### config.mk
export PLATFORM = sky130hd
export DESIGN_NAME = ncbo_csi_capture_arb
export DESIGN_NICKNAME = d
export VERILOG_FILES = /design/src/rtl/ncbo_csi_capture_arb.sv
export SDC_FILE = /design/constraint.sdc
export NUM_CORES = 1
export LEC_CHECK = 0
export CAP_MARGIN = 10
export CORE_MARGIN = 2
export CORE_UTILIZATION = 39
export DETAILED_ROUTE_END_ITERATION = 10
export PLACE_DENSITY = 0.78
export SYNTH_ARGS = -nofsm -noshare
export SYNTH_HDL_FRONTEND = slang
export SYNTH_SLANG_ARGS = --single-unit
### constraint.sdc
create_clock -name csclk -period 5.5 [get_ports csclk]
set_input_delay 1.1 -clock csclk [delete_from_list [all_inputs] [get_ports csclk]]
set_output_delay 1.1 -clock csclk [all_outputs]
set_load 0.01 [all_outputs]
### src/rtl/ncbo_csi_capture_arb.sv
// NCBO CSI capture arbiter: round-robin packet arbitration over NUM_CH ingress streams,
// header capture and a 2-entry registered output skid. Define NCBO_CSI_DROP_CNT_EN for drop_cnt.
module ncbo_csi_capture_arb #(
  parameter int NUM_CH = 4,
  parameter int DATA_W = 64,
  parameter int BVAL_W = 8,
  parameter int SRC_W = 8,
  parameter int CMD_W = 4,
  parameter logic [CMD_W-1:0] CMD_RSVD_LMTST = 4'hB,
  parameter logic [CMD_W-1:0] CMD_IOBST = 4'h9,
  localparam int CH_W = (NUM_CH > 1) ? $clog2(NUM_CH) : 1
) (
  input  logic                     csclk,
  input  logic                     srst_n,
  input  logic [NUM_CH-1:0]        in_val,
  output logic [NUM_CH-1:0]        in_rdy,
  input  logic [NUM_CH-1:0]        in_sot,
  input  logic [NUM_CH-1:0]        in_eot,
  input  logic [NUM_CH*SRC_W-1:0]  in_src,
  input  logic [NUM_CH*CMD_W-1:0]  in_cmd,
  input  logic [NUM_CH*DATA_W-1:0] in_data,
  input  logic [NUM_CH*BVAL_W-1:0] in_bval,
  input  logic [NUM_CH-1:0]        in_err,
  output logic                     out_val,
  input  logic                     out_rdy,
  output logic                     out_sot,
  output logic                     out_eot,
  output logic [CH_W-1:0]          out_ch,
  output logic [SRC_W-1:0]         out_src,
  output logic [CMD_W-1:0]         out_cmd,
  output logic                     out_wr,
  output logic [DATA_W-1:0]        out_data,
  output logic [BVAL_W-1:0]        out_bval,
`ifdef NCBO_CSI_DROP_CNT_EN
  output logic [15:0]              drop_cnt,
`endif
  output logic [1:0]               out_err
);

  typedef enum logic {ST_IDLE = 1'b0, ST_LOCK = 1'b1} state_t;

  localparam logic [1:0] ERR_NONE  = 2'b00;
  localparam logic [1:0] ERR_RCV   = 2'b01;
  localparam logic [1:0] ERR_TRUNC = 2'b10;

  typedef struct packed {
    logic              sot;
    logic              eot;
    logic [CH_W-1:0]   ch;
    logic [SRC_W-1:0]  src;
    logic [CMD_W-1:0]  cmd;
    logic              wr;
    logic [DATA_W-1:0] data;
    logic [BVAL_W-1:0] bval;
    logic [1:0]        err;
  } beat_t;

  state_t            r_state, w_state_nxt;
  logic [CH_W-1:0]   r_lock_ch, w_lock_nxt;
  logic [CH_W-1:0]   r_rr, w_rr_nxt;
  logic [SRC_W-1:0]  r_src;
  logic [CMD_W-1:0]  r_cmd;
  logic              r_wr;
  beat_t             r_e0, r_e1, w_beat;
  logic [1:0]        r_cnt;

  logic [NUM_CH-1:0] w_cand, w_drop;
  logic              w_any_cand;
  logic [CH_W-1:0]   w_rr_ch, w_idx;
  logic              w_gnt_vld;
  logic [CH_W-1:0]   w_gnt_ch;
  logic              w_space, w_pop, w_push;

  logic              w_sel_val, w_sel_sot, w_sel_eot, w_sel_err;
  logic [SRC_W-1:0]  w_sel_src;
  logic [CMD_W-1:0]  w_sel_cmd;
  logic [DATA_W-1:0] w_sel_data;
  logic [BVAL_W-1:0] w_sel_bval;

  assign w_cand = in_val & in_sot;
  assign w_drop = (r_state == ST_IDLE && srst_n) ? (in_val & ~in_sot) : '0;

  // First sot candidate at or after the rr pointer, wrapping at NUM_CH.
  always_comb begin
    // NOTE: every comb output gets a default first so no path leaves it unassigned (no latch).
    w_any_cand = 1'b0;
    w_rr_ch    = '0;
    w_idx      = '0;
    for (int k = 0; k < NUM_CH; k++) begin
      w_idx = CH_W'((int'(r_rr) + k) % NUM_CH);
      if (!w_any_cand && w_cand[w_idx]) begin
        w_any_cand = 1'b1;
        w_rr_ch    = w_idx;
      end
    end
  end

  assign w_gnt_vld = (r_state == ST_LOCK) || w_any_cand;
  assign w_gnt_ch  = (r_state == ST_LOCK) ? r_lock_ch : w_rr_ch;
  assign w_pop     = (r_cnt != 2'd0) && out_rdy;
  assign w_space   = (r_cnt != 2'd2) || w_pop;

  always_comb begin
    w_sel_val  = 1'b0;
    w_sel_sot  = 1'b0;
    w_sel_eot  = 1'b0;
    w_sel_err  = 1'b0;
    w_sel_src  = '0;
    w_sel_cmd  = '0;
    w_sel_data = '0;
    w_sel_bval = '0;
    for (int c = 0; c < NUM_CH; c++) begin
      if (CH_W'(c) == w_gnt_ch) begin
        w_sel_val  = in_val[c];
        w_sel_sot  = in_sot[c];
        w_sel_eot  = in_eot[c];
        w_sel_err  = in_err[c];
        w_sel_src  = in_src[c*SRC_W +: SRC_W];
        w_sel_cmd  = in_cmd[c*CMD_W +: CMD_W];
        w_sel_data = in_data[c*DATA_W +: DATA_W];
        w_sel_bval = in_bval[c*BVAL_W +: BVAL_W];
      end
    end
  end

  // FSM: state register
  always_ff @(posedge csclk) begin
    // NOTE: sequential state uses non-blocking assignments so all registers update together.
    if (!srst_n) begin
      r_state   <= ST_IDLE;
      r_lock_ch <= '0;
      r_rr      <= '0;
    end else begin
      r_state   <= w_state_nxt;
      r_lock_ch <= w_lock_nxt;
      r_rr      <= w_rr_nxt;
    end
  end

  // FSM: next state
  always_comb begin
    w_state_nxt = r_state;
    w_lock_nxt  = r_lock_ch;
    w_rr_nxt    = r_rr;
    if (w_push) begin
      w_lock_nxt = w_gnt_ch;
      if (w_sel_eot) begin
        w_state_nxt = ST_IDLE;
        w_rr_nxt    = (w_gnt_ch == CH_W'(NUM_CH - 1)) ? '0 : w_gnt_ch + 1'b1;
      end else begin
        w_state_nxt = ST_LOCK;
      end
    end
  end

  // FSM: outputs (handshake); drops are always accepted, the grantee only with skid room
  always_comb begin
    in_rdy = '0;
    w_push = 1'b0;
    if (srst_n) begin
      in_rdy = w_drop;
      if (w_gnt_vld) in_rdy[w_gnt_ch] = w_space;
      w_push = w_gnt_vld && w_space && w_sel_val;
    end
  end

  always_comb begin
    w_beat      = '0;
    w_beat.sot  = w_sel_sot;
    w_beat.eot  = w_sel_eot;
    w_beat.ch   = w_gnt_ch;
    w_beat.data = w_sel_data;
    w_beat.bval = w_sel_bval & {BVAL_W{~w_sel_err}};
    if (w_sel_sot) begin
      w_beat.src = w_sel_src;
      w_beat.cmd = w_sel_cmd;
      w_beat.wr  = (w_sel_cmd == CMD_RSVD_LMTST) || (w_sel_cmd == CMD_IOBST);
    end else begin
      w_beat.src = r_src;
      w_beat.cmd = r_cmd;
      w_beat.wr  = r_wr;
    end
    if (w_sel_err)                             w_beat.err = ERR_RCV;
    else if (w_sel_sot && r_state == ST_LOCK)  w_beat.err = ERR_TRUNC;
    else                                       w_beat.err = ERR_NONE;
  end

  always_ff @(posedge csclk) begin
    if (!srst_n) begin
      r_src <= '0;
      r_cmd <= '0;
      r_wr  <= 1'b0;
    end else if (w_push && w_sel_sot) begin
      r_src <= w_beat.src;
      r_cmd <= w_beat.cmd;
      r_wr  <= w_beat.wr;
    end
  end

  // Shifting 2-entry skid: r_e0 is the presented head and keeps its last value once drained.
  always_ff @(posedge csclk) begin
    if (!srst_n) begin
      // NOTE: skid entries are reset because r_e0 drives the outputs directly.
      r_e0  <= '0;
      r_e1  <= '0;
      r_cnt <= 2'd0;
    end else begin
      case ({w_push, w_pop})
        2'b10: begin
          if (r_cnt == 2'd0) r_e0 <= w_beat;
          else               r_e1 <= w_beat;
          r_cnt <= r_cnt + 2'd1;
        end
        2'b01: begin
          if (r_cnt == 2'd2) r_e0 <= r_e1;
          r_cnt <= r_cnt - 2'd1;
        end
        2'b11: begin
          if (r_cnt == 2'd2) begin
            r_e0 <= r_e1;
            r_e1 <= w_beat;
          end else begin
            r_e0 <= w_beat;
          end
        end
        default: ;
      endcase
    end
  end

  assign out_val  = (r_cnt != 2'd0);
  assign out_sot  = r_e0.sot;
  assign out_eot  = r_e0.eot;
  assign out_ch   = r_e0.ch;
  assign out_src  = r_e0.src;
  assign out_cmd  = r_e0.cmd;
  assign out_wr   = r_e0.wr;
  assign out_data = r_e0.data;
  assign out_bval = r_e0.bval;
  assign out_err  = r_e0.err;

`ifdef NCBO_CSI_DROP_CNT_EN
  logic [15:0] r_drop_cnt;
  logic [4:0]  w_drop_num;
  logic [16:0] w_drop_sum;

  always_comb begin
    w_drop_num = '0;
    for (int c = 0; c < NUM_CH; c++) w_drop_num = w_drop_num + 5'(w_drop[c]);
  end

  assign w_drop_sum = {1'b0, r_drop_cnt} + 17'(w_drop_num);

  always_ff @(posedge csclk) begin
    if (!srst_n) r_drop_cnt <= '0;
    else         r_drop_cnt <= w_drop_sum[16] ? 16'hFFFF : w_drop_sum[15:0];
  end

  assign drop_cnt = r_drop_cnt;
`endif

endmodule

Yosys cells after proc, flatten, opt, wreduce, memory -nomap -nowiden
Cells that the tools add are included.
{"block": "classes", "bitwise": 6, "addsub": 6, "order_cmp": 6, "muxes": 69, "reduce_logical": 25, "eq_ne": 15}
{"op": "2-to-1 mux 91 bit", "n": 5}
{"op": "one-hot mux 91 bit (3 select lines)", "n": 1}
{"op": "2-to-1 mux 64 bit", "n": 4}
{"op": "one-hot mux 91 bit (2 select lines)", "n": 1}
{"op": "2-to-1 mux 8 bit", "n": 8}
{"op": "2-to-1 mux 4 bit", "n": 7}
{"op": "2-to-1 mux 1 bit", "n": 27}
{"op": "2-to-1 mux 2 bit", "n": 8}
{"op": "less-than comparator 2 x 3 -> 1 bit, second input constant", "n": 5}
{"op": "2-to-1 mux 13 bit", "n": 1}
{"op": "logical AND 1 bit", "n": 10}
{"op": "inequality test 2 bit, second input constant", "n": 5}
{"op": "AND 4 bit", "n": 2}
{"op": "AND 8 bit", "n": 1}
{"op": "binary-select mux 1 bit (select 2 bit)", "n": 4}
{"op": "== test 2 bit, second input constant", "n": 4}
{"op": "== test 4 bit, second input constant", "n": 2}
{"op": "adder 2 x 1 -> 2 bit, second input constant", "n": 3}
{"op": "AND reduction 3 bit", "n": 2}
{"op": "nonzero test 2 bit", "n": 3}
{"op": "adder 2 bit, second input constant", "n": 2}
{"op": "bitwise mux 4 bit", "n": 1}
{"op": "== test 2 bit, first input constant", "n": 2}
{"op": "zero test 2 bit", "n": 2}
{"op": "other kinds (12)", "n": 17}
{"block": "word_totals", "inputBits": 355, "ff_bits": 202, "output_inout_bits": 96}

Logic depth before layout (Yosys ltp)
{"block": "depth", "depth_word": 24, "mapped_depth": 23}

Least setup slack after synthesis
OpenSTA, ideal clock, no wires.
{"block": "synth_path", "kind": "input to register", "start": "input in_val[0]", "end": "register r_e0, in the netlist out_cmd[0]", "cell_stages": 22, "setup_time_ps": 74, "t_arrival_ps": 5335, "path_slack_ps": 90, "cell_sequence": "and3_4 -> a211oi_4 -> a21oi_1 -> inv_1 -> buf_2 -> buf_2 -> ha_1 -> clkbuf_1 -> clkinv_1 -> a31oi_1 -> a31oi_1 -> o211ai_1 -> nor2b_1 -> clkbuf_1 -> ha_1 -> mux2_2 -> o22ai_1 -> nor2b_1 -> clkbuf_1 -> clkbuf_1 -> o21ai_0 -> a31oi_1"}
{"block": "synth_between", "elab_chain_cells": 24}
{"item": "start, declared", "line_no": "15", "source": "input logic [NUM_CH-1:0] in_val,"}
{"item": "AND 4 bit", "line_no": "80", "source": "assign w_cand = in_val & in_sot;"}
{"item": "binary-select mux 1 bit (select 2 bit)", "line_no": "91", "source": "if (!w_any_cand && w_cand[w_idx]) begin"}
{"item": "2-to-1 mux 1 bit (implied by the code)", "line_no": "91"}
{"item": "2-to-1 mux 1 bit", "line_no": "91"}
{"item": "zero test 1 bit", "line_no": "91"}
{"item": "logical AND 1 bit", "line_no": "91"}
{"item": "2-to-1 mux 1 bit", "line_no": "91"}
{"item": "zero test 1 bit", "line_no": "91"}
{"item": "[... 6 more ...]"}
{"item": "zero test 2 bit", "line_no": "113", "source": "if (CH_W'(c) == w_gnt_ch) begin"}
{"item": "2-to-1 mux 1 bit (4 in a row)", "line_no": "113"}
{"item": "logical AND 1 bit *", "line_no": "163", "source": "w_push = w_gnt_vld && w_space && w_sel_val;"}
{"item": "2-to-1 mux 1 bit *", "line_no": "160", "source": "if (srst_n) begin"}
{"item": "via w_push", "line_no": "72", "source": "logic w_space, w_pop, w_push;"}
{"item": "== test 2 x 1 -> 1 bit / == test 2 bit (equally long branches)", "line_no": "208", "source": "case ({w_push, w_pop})"}
{"item": "inequality test 2 bit (no line) / nonzero test 3 bit (equally long branches)"}
{"item": "AND reduction 3 bit (no line)"}
{"item": "end signal, assigned", "line_no": "210", "source": "if (r_cnt == 2'd0) r_e0 <= w_beat;"}
{"item": "end signal, assigned", "line_no": "215", "source": "if (r_cnt == 2'd2) r_e0 <= r_e1;"}
{"item": "end signal, assigned", "line_no": "220", "source": "r_e0 <= r_e1;"}
{"item": "end, declared", "line_no": "64", "source": "beat_t r_e0, r_e1, w_beat;"}
The timed path passes the listed nets; every way through them passes the cells marked *. The select of a mux whose other input is x is not followed.
A chain may end at the register's enable or synchronous reset.

Final worst setup path
{"block": "layout_path", "start": "input in_sot[0]", "end": "register r_e0, in the netlist out_cmd[1]"}
{"block": "layout_between", "elab_chain_cells": 24}
{"item": "start, declared", "line_no": "17", "source": "input logic [NUM_CH-1:0] in_sot,"}
{"item": "AND 4 bit", "line_no": "80"}
{"item": "binary-select mux 1 bit (select 2 bit)", "line_no": "91"}
{"item": "2-to-1 mux 1 bit (implied by the code)", "line_no": "91"}
{"item": "2-to-1 mux 1 bit", "line_no": "91"}
{"item": "zero test 1 bit", "line_no": "91"}
{"item": "logical AND 1 bit", "line_no": "91"}
{"item": "2-to-1 mux 1 bit", "line_no": "91"}
{"item": "zero test 1 bit", "line_no": "91"}
{"item": "[... 5 more ...]"}
{"item": "2-to-1 mux 2 bit", "line_no": "99", "source": "assign w_gnt_ch = (r_state == ST_LOCK) ? r_lock_ch : w_rr_ch;"}
{"item": "zero test 2 bit", "line_no": "113"}
{"item": "2-to-1 mux 1 bit (4 in a row)", "line_no": "113"}
{"item": "logical AND 1 bit", "line_no": "163"}
{"item": "2-to-1 mux 1 bit", "line_no": "160"}
{"item": "== test 2 x 1 -> 1 bit / == test 2 bit (equally long branches)", "line_no": "208"}
{"item": "inequality test 2 bit (no line) / nonzero test 3 bit (equally long branches)"}
{"item": "AND reduction 3 bit (no line)"}
Several ways; a longest one is shown, not always the timed one. The select of a mux whose other input is x is not followed.

==> out/qor.yml <==
sta:
  slew_headroom_pct: 29.07
  worst_pin_slew_ns: 1.064
  setup_viol: 0
  fmax_ghz: 0.1943
  setup_slack_ns: 0.3531
  fin_crit_sh_pct: 93.58
  rsz0062_at_grt: "false"
  hold_viol: 0
  slew_viol_final: 0
  tns_ns: 0
  finClkSkew_ns: 0.01269
  min_period_ns: 5.147
synthesis:
  async_reset_ff_share_pct: 0
  synth_seq_cells: 202
  synth-main-ff-cell: "dfxtp_1"
  yosysMostFrequentCell: "nand2_1"
  synth-edff-count: 0
  synth_area_leader_cell: "dfxtp_1"
  syn_area_per_cell_um2: 7.506
  yosys-top-cells-area: "dfxtp_1 35%, a221oi_1 12%, nand2_1 11%, nor2b_1 4.8%, o21ai_0 4.5%"
  syn-num-nets: 1881
  netlist_area_mm2: 0.01142
  ys_seq_area_share_pct: 35.42
  synth_top_area_share_pct: 35.42
  synthCells: 1521
  synth.distinct_cells: 63
  yosys_warnings: 0
  synth_commonest_cells: "344 x nand2_1, 202 x dfxtp_1, 150 x a221oi_1"
power_and_ir_drop:
  p_sw_share_pct: 37.59
  p_leak_uw: 0.006194
  switchingPower_uw: 2552
  seqPwrFrac_pct: 29.8
  clkPwrFrac_pct: 24.1
  p_int_uw: 4237
  irDropWorstVdd_v: 0.0002458
  power_uw: 6789
  power_density_mw_per_mm2: 396.6
  comb_power_share_pct: 46.2
final_layout:
  synthToLayoutAreaGrowth_pct: 49.93
  layout.nets: 2238
  fin_util_pct: 59.48
  layout-drive-gt1-share_pct: 5.227
  fin_area_mm2: 0.01712
clock_tree:
  numCtsBuffers: 22
  root_buffer: "clkbuf_16"
  cts.clk_slew.worst_paths_ns: 0.06
  postCtsSetupBuffers: 0
  cts_tree: "yes"
  cts_hold_buf: 0
  htreeDepth: 1
  clkLatencyLatePin_ns: 0.51
  cts_sinks: 202
  cts_buffer_depth: 3
  cts_resized: 0
worst_setup_path:
  slowest_stage: "clkdlybuf4s50_1"
  worstPathCellList: "clkdlybuf4s50_1, nor4bb_4, nor3_2, a21o_4, inv_4, ha_4, and2_1, a31oi_1, a31oi_1, o211ai_1, nor2b_1, inv_1, ha_1, mux2_2, o22ai_1, nor2b_4, buf_12, nand2_1, a211oi_1, nor2_1"
  cp-start-kind: "input pin"
  worstPathMaxFanout: 25
  cpPeakStageDelay_ns: 0.57
  end_kind: "flop"
  worst-setup-path-type: "in -> reg"
  required_ns: 5.89
  crit_top_cell: "a31oi_1"
  arrival_ns: 5.54
grt:
  grt_max_degree: 161
  grt_pass1_vias: 12277
  grt_overflow: 0
  antenna_found_initial: 2
  grt_usage_pct: 26.23
  grt_pass1_wl_um: 65810
detailed_routing:
  wl_um: 42850
  num_vias: 13153
  routedWlPerCell_um: 18.79
  drt_iter0_markers: 1254
  viasPerCell: 5.769
  ant_nets: 0
  route.detailed.drc: 0
  drtPass1Iterations: 6
die:
  fp.dieH_um: 175.1
  row_count: 62
  initial_utilization_pct: 39.67
  fp.dieArea_mm2: 0.03066
  coreArea_mm2: 0.02878
  fp.dieW_um: 175.1
  boundaryPins: 451
placed_design:
  dp_hpwl_um: 29870
  dpl_worst_slack_ns: -0.06895
  port_buffers: 450
  placed_cell_area_mm2: 0.01632
  place_congestion: 0.9276
status:
  status: "complete, no violations"
worst_hold_path:
  hp-class: "reg -> reg"
run:
  maxCapViolCount: 0
==> final timing paths <==
| path | cells past startpoint | slack, ns | from | end |
|---|---|---|---|---|
| max reg2reg | 18 | 1.12 | r_state$_SDFFE_PN0P_ | out_cmd[1]$_SDFFE_PN0P_ |
| max | 20 | 0.35 | in_sot[0] | out_cmd[1]$_SDFFE_PN0P_ |
| min reg2reg | 2 | 0.46 | r_e1[65]$_SDFFE_PN0P_ | r_e1[65]$_SDFFE_PN0P_ |
| min | 2 | 0.46 | r_e1[65]$_SDFFE_PN0P_ | r_e1[65]$_SDFFE_PN0P_ |
==> registers in the layout, indices dropped and copies added (netlist names), 2 cells and up <==
| name | cells |
|---|---|
| out_bval | 8 |
| out_ch | 2 |
| out_cmd | 4 |
| out_data | 64 |
| out_err | 2 |
| out_src | 8 |
| r_cmd | 4 |
| r_cnt | 2 |
| r_e1 | 91 |
| r_lock_ch | 2 |
| r_rr | 2 |
| r_src | 8 |
==> logic make-up after synthesis <==
logic type | count (synthesis) | synth area share [%]
flops | 202 | 35.42
xor+xnor | 2 | 0.1535
compound gates | 529 | 33.13
fa+ha+maj | 5 | 0.5479
buf+inv | 164 | 5.742
simple gates | 600 | 23.32
mux | 19 | 1.688
==> metrics by stage <==
stage / hold WS (ns) / instances
after floorplan: 0.4433 / 1521
after global placement: 0.4517 / 2238
after detailed placement: 0.4587 / 2238
after CTS: 0.4678 / 2278
after global routing: 0.4869 / 2280
final: 0.4634 / 2280
==> metal layers <==
metal / vias to the layer above / global-route usage [%] / part of all wire [%]
met5: - / 0 / 0
met4: 0 / 8.438 / 2.9
met3: 65 / 4.634 / 8.2
met2: 587 / 44.82 / 48
met1: 6245 / 33.45 / 41
li1: 6256 / - / -
==> final cells by class <==
cell class | instances | area, um2
Fill cell | 2546 | 11660
Antenna cell | 2 | 5.005
Multi-Input combinational cell | 1155 | 6804
Sequential cell | 202 | 4044
Clock inverter | 13 | 196.4
Tap cell | 384 | 480.5
Inverter | 9 | 37.54
Timing Repair Buffer | 488 | 4950
Clock buffer | 27 | 600.6
==> power by group through the flow <==
stage               clock network [uW]  logic, uW  registers [uW]
floorplan                            0       1550            2100
finish                            1630       3140            2020
global placement                     0       3070            2040
detailed placement                   0       3120            2040
CTS                               1660       3140            2020
global route                      1730       3390            2060
==> cells in the final DEF (no fill, tap or decap), types with 11 or more instances in the layout <==
cell             instances
a31oi_1                 75
a21oi_1                 47
dfxtp_1                202
o21ai_0                102
clkbuf_16               23
buf_12                  13
nand2_1                343
nor2b_1                 87
nor2_1                  95
and2_1                  15
a211oi_1                13
nand3_1                 30
a22oi_1                 11
mux2i_1                 17
a21boi_0                68
a221oi_1               150
clkdlybuf4s50_1        449
buf_4                   26
a32oi_1                 12
==> critical path, delay by kind of cell <==
| family | cells | cell delay (ns) |
|---|---|---|
| AO/OA/AOI/OAI | 6 | 1.21 |
| adder cells (fa/ha/maj) | 2 | 0.47 |
| buffers and inverters | 4 | 0.96 |
| multiplexers | 1 | 0.27 |
| AND/OR/NAND/NOR | 7 | 1.49 |
No activity file was read; power rests on OpenSTA's default activity.
